`config.mk`:
```
export PLATFORM = sky130hd
export DESIGN_NAME = block_scan_counter
export DESIGN_NICKNAME = d
export VERILOG_FILES = /design/src/rtl/block_scan_counter_pkg.sv /design/src/rtl/block_scan_counter_mod_counter.sv /design/src/rtl/block_scan_counter.sv
export SDC_FILE = /design/constraint.sdc
export NUM_CORES = 1
export LEC_CHECK = 0
export BUFFER_PORTS_ARGS = -buffer_cell sky130_fd_sc_hd__buf_2
export CAP_MARGIN = 20
export CORE_UTILIZATION = 46
export CTS_BUF_LIST = sky130_fd_sc_hd__clkbuf_4 sky130_fd_sc_hd__clkbuf_8
export DETAILED_ROUTE_END_ITERATION = 10
export PLACE_DENSITY = 0.74
export SYNTH_ARGS = -nofsm -noshare
export SYNTH_HDL_FRONTEND = slang
export SYNTH_SLANG_ARGS = --single-unit
```
`constraint.sdc`:
```
create_clock -name clk -period 1.5 [get_ports clk]
set_input_delay 0.15 -clock clk [delete_from_list [all_inputs] [get_ports clk]]
set_output_delay 0.15 -clock clk [all_outputs]
set_load 0.1 [all_outputs]
```
`src/rtl/block_scan_counter_pkg.sv`:
```
// img_comp_pkg: shared scan-mode constants, FSM states and width helper
package img_comp_pkg;
  localparam logic SCAN_ROW = 1'b0;
  localparam logic SCAN_COL = 1'b1;
  typedef enum logic [1:0] {IDLE = 2'd0, RUN = 2'd1, DONE = 2'd2} state_t;
  function automatic int clog2(input int v);
    int r;
    r = 0;
    while ((1 << r) < v) r++;
    return (r < 1) ? 1 : r;
  endfunction
endpackage

```
`src/rtl/block_scan_counter_mod_counter.sv`:
```
// mod_counter: modulus-M counter with increment enable, sync clear and wrap flag
module mod_counter #(
  parameter int M = 8,
  parameter int W = 3
) (
  input  logic         clk,
  input  logic         rst,
  input  logic         i_clr,
  input  logic         i_inc,
  output logic [W-1:0] o_q,
  output logic         o_wrap
);
  logic [W-1:0] r_q;
  assign o_q    = r_q;
  assign o_wrap = i_inc && (r_q == W'(M - 1));
  always_ff @(posedge clk or negedge rst)
    if (!rst) r_q <= '0;
    else if (i_clr) r_q <= '0;
    else if (i_inc) r_q <= o_wrap ? '0 : r_q + W'(1);
endmodule

```
`src/rtl/block_scan_counter.sv`:
```
// block_scan_counter: tiled BLKxBLK pixel address generator with row/column-major inner scan
module block_scan_counter
  import img_comp_pkg::*;
#(
  parameter int IMG_W  = 64,
  parameter int IMG_H  = 64,
  parameter int BLK    = 8,
  parameter int ADDR_W = clog2(IMG_W * IMG_H),
  localparam int BW = clog2(BLK),
  localparam int XW = clog2(IMG_W / BLK),
  localparam int YW = clog2(IMG_H / BLK)
) (
  input  logic              clk,
  input  logic              rst,
  input  logic              start,
  input  logic              mode,
  input  logic              stall,
  output logic [ADDR_W-1:0] addr,
  output logic [BW-1:0]     row,
  output logic [BW-1:0]     col,
  output logic [XW-1:0]     blk_x,
  output logic [YW-1:0]     blk_y,
  output logic              valid,
  output logic              blk_first,
  output logic              blk_last,
  output logic              frame_last,
  output logic              busy,
  output logic              done
);
  state_t r_state, w_next;
  logic r_mode;
  logic w_en, w_clr;
  logic [BW-1:0] w_fast, w_slow;
  logic w_fast_wrap, w_slow_wrap, w_bx_wrap, w_by_wrap;
  logic [ADDR_W-1:0] w_y, w_x, w_addr;
  assign w_en  = (r_state == RUN) && !stall;
  assign w_clr = (r_state == IDLE) && start;
  mod_counter #(.M(BLK), .W(BW)) u_fast (
    .clk(clk), .rst(rst), .i_clr(w_clr), .i_inc(w_en), .o_q(w_fast), .o_wrap(w_fast_wrap)
  );
  mod_counter #(.M(BLK), .W(BW)) u_slow (
    .clk(clk), .rst(rst), .i_clr(w_clr), .i_inc(w_fast_wrap), .o_q(w_slow), .o_wrap(w_slow_wrap)
  );
  mod_counter #(.M(IMG_W / BLK), .W(XW)) u_bx (
    .clk(clk), .rst(rst), .i_clr(w_clr), .i_inc(w_slow_wrap), .o_q(blk_x), .o_wrap(w_bx_wrap)
  );
  mod_counter #(.M(IMG_H / BLK), .W(YW)) u_by (
    .clk(clk), .rst(rst), .i_clr(w_clr), .i_inc(w_bx_wrap), .o_q(blk_y), .o_wrap(w_by_wrap)
  );
  always_ff @(posedge clk or negedge rst)
    if (!rst) begin
      r_state <= IDLE;
      r_mode  <= SCAN_ROW;
    end else begin
      r_state <= w_next;
      if (w_clr) r_mode <= mode;
    end
  // the blk_y wrap fires only on the advancing cycle of the frame's last pixel
  always_comb begin
    w_next = r_state;
    w_next = (r_state == IDLE && start) ? RUN :
             (r_state == RUN && w_by_wrap) ? DONE :
             (r_state == DONE) ? IDLE : r_state;
  end
  assign row        = (r_mode == SCAN_COL) ? w_fast : w_slow;
  assign col        = (r_mode == SCAN_COL) ? w_slow : w_fast;
  assign valid      = (r_state == RUN);
  assign busy       = (r_state != IDLE);
  assign done       = (r_state == DONE);
  assign blk_first  = valid && (w_fast == '0) && (w_slow == '0);
  assign blk_last   = valid && (w_fast == BW'(BLK - 1)) && (w_slow == BW'(BLK - 1));
  assign frame_last = blk_last && (blk_x == XW'(IMG_W / BLK - 1)) && (blk_y == YW'(IMG_H / BLK - 1));
  // BLK is a power of two, so tile/offset concatenate; y*IMG_W is a constant shift-add
  assign w_y = ADDR_W'({blk_y, row});
  assign w_x = ADDR_W'({blk_x, col});
  always_comb begin
    w_addr = w_x;
    for (int i = 0; i < 31; i++)
      if (IMG_W[i]) w_addr = w_addr + (w_y << i);
  end
  assign addr = w_addr;
endmodule

```
==> impl_results.md, run 1 <==
* # placed instances at 172
* Most common cell in the netlist: dfrtp_1
* Post-synth top area share at 0.3672
* I/O Pins at 35
* Avg Cell Area, Syn at 9.644 sq um
* Mapped cell area at 1022 sq um
* Asr flop ratio synth at 1.000
* Top cells by area, synth: dfrtp_1 (37%), ha_1 (12%), buf_4 (8.8%)
* Die Span Y at 49.14 um
* Starting Density at 0.5056
* Number of H-tree levels at 1
* Number of synthesized flops with an enable pin at 0
* Clock Path Buffers at 2
* Synth Instances at 106
* DIE WIDTH at 49.14 um
* CTS buffer count at 3
* Sequential area share after synthesis at 0.3672
* Worst endpoint type: output port
* Register bit total from synthesis at 15
* Syn nets at 121
* Routability Congestion at 0.7940
* Post-synthesis cell type count at 31
* Detailed placement HPWL at 2.033 mm
* Synth area leader: dfrtp_1
* Pin count of the biggest net entering global routing at 16
* Ys Warns at 0
* Status: did not finish
* Root buf cell: clkbuf_4
* Err: [ERROR DPL-0038] Utilization greater than 100%, impossible to legalize
* Dpl ws at -0.1222 ns
* Stopped at: global routing (5_1_grt)
* Most used flip-flop cell after synthesis: dfrtp_1
* Post-GRT worst EP: frame_last
* # rows at 16
* Port bufs at 34
* Clk sinks at 15
* List of most frequent post-synthesis cells: dfrtp_1 (15), buf_4 (12), ha_1 (10), o21ai_0 (10), nor2_1 (8)
kinds of logic after synthesis:
group | count (synthesis) | share of synthesized area
AO/OA/AOI/OAI | 22 | 0.1285
adder cells (fa/ha/maj) | 10 | 0.1224
buffers and inverters | 22 | 0.1322
flip-flops | 15 | 0.3672
multiplexers | 4 | 0.04284
AND/OR/NAND/NOR | 33 | 0.2069
per-stage QoR:
step           area [sq um]  hold slack [ns]
2_1_floorplan          1260          -0.1456
3_3_place_gp           1687          0.07338
3_5_place_dp           1687          0.07305
4_1_cts                1972          0.09266
what timing repair did:
action / in CTS
pin swaps: 12
setup endpoints to repair: 25
setup buffers: 16
gates cloned: 0
hold buffers: 1
gates resized for setup: 34
endpoints found under the hold margin: 15
==> inputs of run 2 (changes only) <==
--- a/config.mk
+++ b/config.mk
@@ -7,10 +7,10 @@
 export LEC_CHECK = 0
 export BUFFER_PORTS_ARGS = -buffer_cell sky130_fd_sc_hd__buf_2
 export CAP_MARGIN = 20
-export CORE_UTILIZATION = 46
-export CTS_BUF_LIST = sky130_fd_sc_hd__clkbuf_4 sky130_fd_sc_hd__clkbuf_8
+export CORE_AREA = 2 2 63 65
 export DETAILED_ROUTE_END_ITERATION = 10
-export PLACE_DENSITY = 0.74
+export DIE_AREA = 0 0 65 67
+export PLACE_DENSITY_LB_ADDON = 0.15
 export SYNTH_ARGS = -nofsm -noshare
 export SYNTH_HDL_FRONTEND = slang
 export SYNTH_SLANG_ARGS = --single-unit
==> constraint.sdc (replaced) <==
create_clock -name clk -period 1.95 [get_ports clk]
set_input_delay 0.195 -clock clk [delete_from_list [all_inputs] [get_ports clk]]
set_output_delay 0.195 -clock clk [all_outputs]
set_load 0.1 [all_outputs]
==> run 2 against run 1 <==
Compared with the run above: the run now ends clean; synthesized cell count stayed put; synthesized area stayed put.
==> impl_results.md, run 2 <==
* Status: complete, no violations
* DR iter-0 viols at 20
* Post-synthesis cell type count at 31
* Sequential area share after synthesis at 0.3672
* Die Span Y at 67 um
* Top cells by area, synth: dfrtp_1 (37%), ha_1 (12%), buf_4 (8.8%)
* # DRC at 0
* Syn nets at 121
* Final Cycle Share at 0.9590
* Routability Congestion at 0.7475
* Max cap viols at 0
* Adder-cell share of the synthesized area at 0.1224
* Slew headroom at 0.6006
* # rows at 22
* Dpl ws at 0.1318 ns
* List of most frequent post-synthesis cells: dfrtp_1 (15), buf_4 (12), ha_1 (10), o21ai_0 (10), nor2_1 (8)
* WL final at 2.344 mm
* Minimum clock period at 1.870 ns
* Synth Instances at 106
* Root buf cell: clkbuf_8
* Initial antenna violation count at 0
* Detailed placement HPWL at 1.825 mm
* I/O Pins at 35
* Final Hold Viols at 0
* Most common cell in the netlist: dfrtp_1
* Hold WS at 0.1693 ns
* Pin count of the biggest net entering global routing at 16
* Startpoint types: flop
* Setup Skew at 0.005767 ns
* Starting Density at 0.2835
* Ys Warns at 0
* Core box area at 3606 sq um
* Register bit total from synthesis at 15
* Final nets at 154
* Clk_lat worst skew at 0.25 ns
* Final Max Slew Viols at 0
* Layout area overhead at 34.64%
* Pre-antenna DRT Iters at 4
* Avg Cell Area, Syn at 9.644 sq um
* Worst-path clk slew at 0.07 ns
* Synth Area in Compound Gates at 0.1285
* Worst endpoint data arrival time at 1.68 ns
* Final core utilization at 0.3817
* # setup viols final at 0
* # diodes at 0
* GRT Util Overall at 0.1183
* Port bufs at 34
* Vias in the first global route at 827
* Commonest non-fill, non-tap cell in the layout: buf_2
* Mapped cell area at 1022 sq um
* CP Max Fanout at 4
* Unrepaired setup endpoints after global routing: false
* Most frequent cells in the layout: buf_2 (32), dfrtp_1 (9), ha_1 (8), buf_4 (8), nor2_1 (7)
* First-pass GRT wire length at 3.877 mm
* Max Freq at 0.5347 GHz
* Sum Neg Setup Slack at 0 ns
* Most used flip-flop cell after synthesis: dfrtp_1
* Die ar. at 4355 sq um
* CTS tree: yes
* Layout cells sized above 1 at 0.5145
* Crit path capture type: output pin
* Asr flop ratio synth at 1.000
* Number of synthesized flops with an enable pin at 0
* DR vias at 841
* Clk sinks at 15
* GRT Residual Overflow at 0
* WS Path Type: reg2out
* Xor/xnor cell area share of the yosys netlist at 0
* Post-synth top area share at 0.3672
* CTS buffer count at 3
* Via density at 4.522
* Drt wl/cell at 12.60 um
* Data required time of the worst path at 1.75 ns
* Final WS setup at 0.07994 ns
* DIE WIDTH at 65 um
* Synth Area in Simple Gates at 0.2069
* Post-route ant nets at 0
* Worst Hold Class: in2reg
* Number of H-tree levels at 1
* Slew at the pin with the worst max-slew slack at 0.5978 ns
* Largest family of logic cells by synthesized area: simple AND/OR/NAND/NOR gates
* Synth area leader: dfrtp_1
* Mux contribution to synthesized area at 0.04284
* Clock Path Buffers at 2
[run 2: cell counts after synthesis]
No cell type changed its count.
[run 2: worst max-delay path, stage by stage (launching register included)]
cell     delay [ns]
dfrtp_1        0.39
buf_4          0.15
inv_1          0.11
ha_1           0.16
and4_2         0.20
buf_2          0.42
[run 2: layout make-up]
cell class | instances | area (sq um)
tap | 48 | 60.06
sequential | 15 | 382.9
timing repair buffer | 44 | 281.5
fill | 363 | 2230
clock inverter | 1 | 5.005
inverter | 6 | 26.28
multi-input combinational | 69 | 579.3
clock buffer | 3 | 41.29
[run 2: path summary, 6_finish.rpt]
path	startpoint	to	slack, ns	cells past startpoint
setup reg to reg	u_fast.o_q[0]	u_bx.o_q[1]	0.19	6
hold / removal	mode	r_mode	0.17	2
setup / recovery	u_slow.o_q[0]	blk_first	0.08	5
min in group asynchronous	rst	u_fast.o_q[1]	0.38	2
hold reg to reg	u_bx.o_q[0]	u_bx.o_q[0]	0.59	2
max in group asynchronous	rst	u_by.o_q[1]	1.28	2
[run 2: metrics by stage]
step           cell area (sq um)  cells
6_report                    1376    186
5_1_grt                     1376    186
4_1_cts                     1355    184
3_5_place_dp                1280    178
3_3_place_gp                1280    178
2_1_floorplan               1087    106
[run 2: repair_timing]
item / 4_1_cts / 5_1_grt
hold buffers: 1 / 0
endpoints found under the hold margin: 15 / 0
endpoints found under the setup margin: 2 / 2
setup buffers: 1 / 2
resized for setup: 2 / 2
[run 2: kinds of logic (layout without fill, tap and decap cells)]
kind of cell               Yosys count  count (layout)
buffers and inverters               22              54
DFF                                 15              15
adders and majority gates           10              10
muxes                                4               4
and+or+nand+nor                     33              33
AOI/OAI and AO/OA                   22              22
[run 2: routing by layer]
metal / global-route usage / share of wire
met5: 0 / 0
met4: 0.04787 / 0.015
met3: 0.03209 / 0.033
met2: 0.1881 / 0.48
met1: 0.1509 / 0.48
Power of run 2 is not shown: default switching activity piles up to over one toggle a cycle in this logic, so the estimate is an artifact.
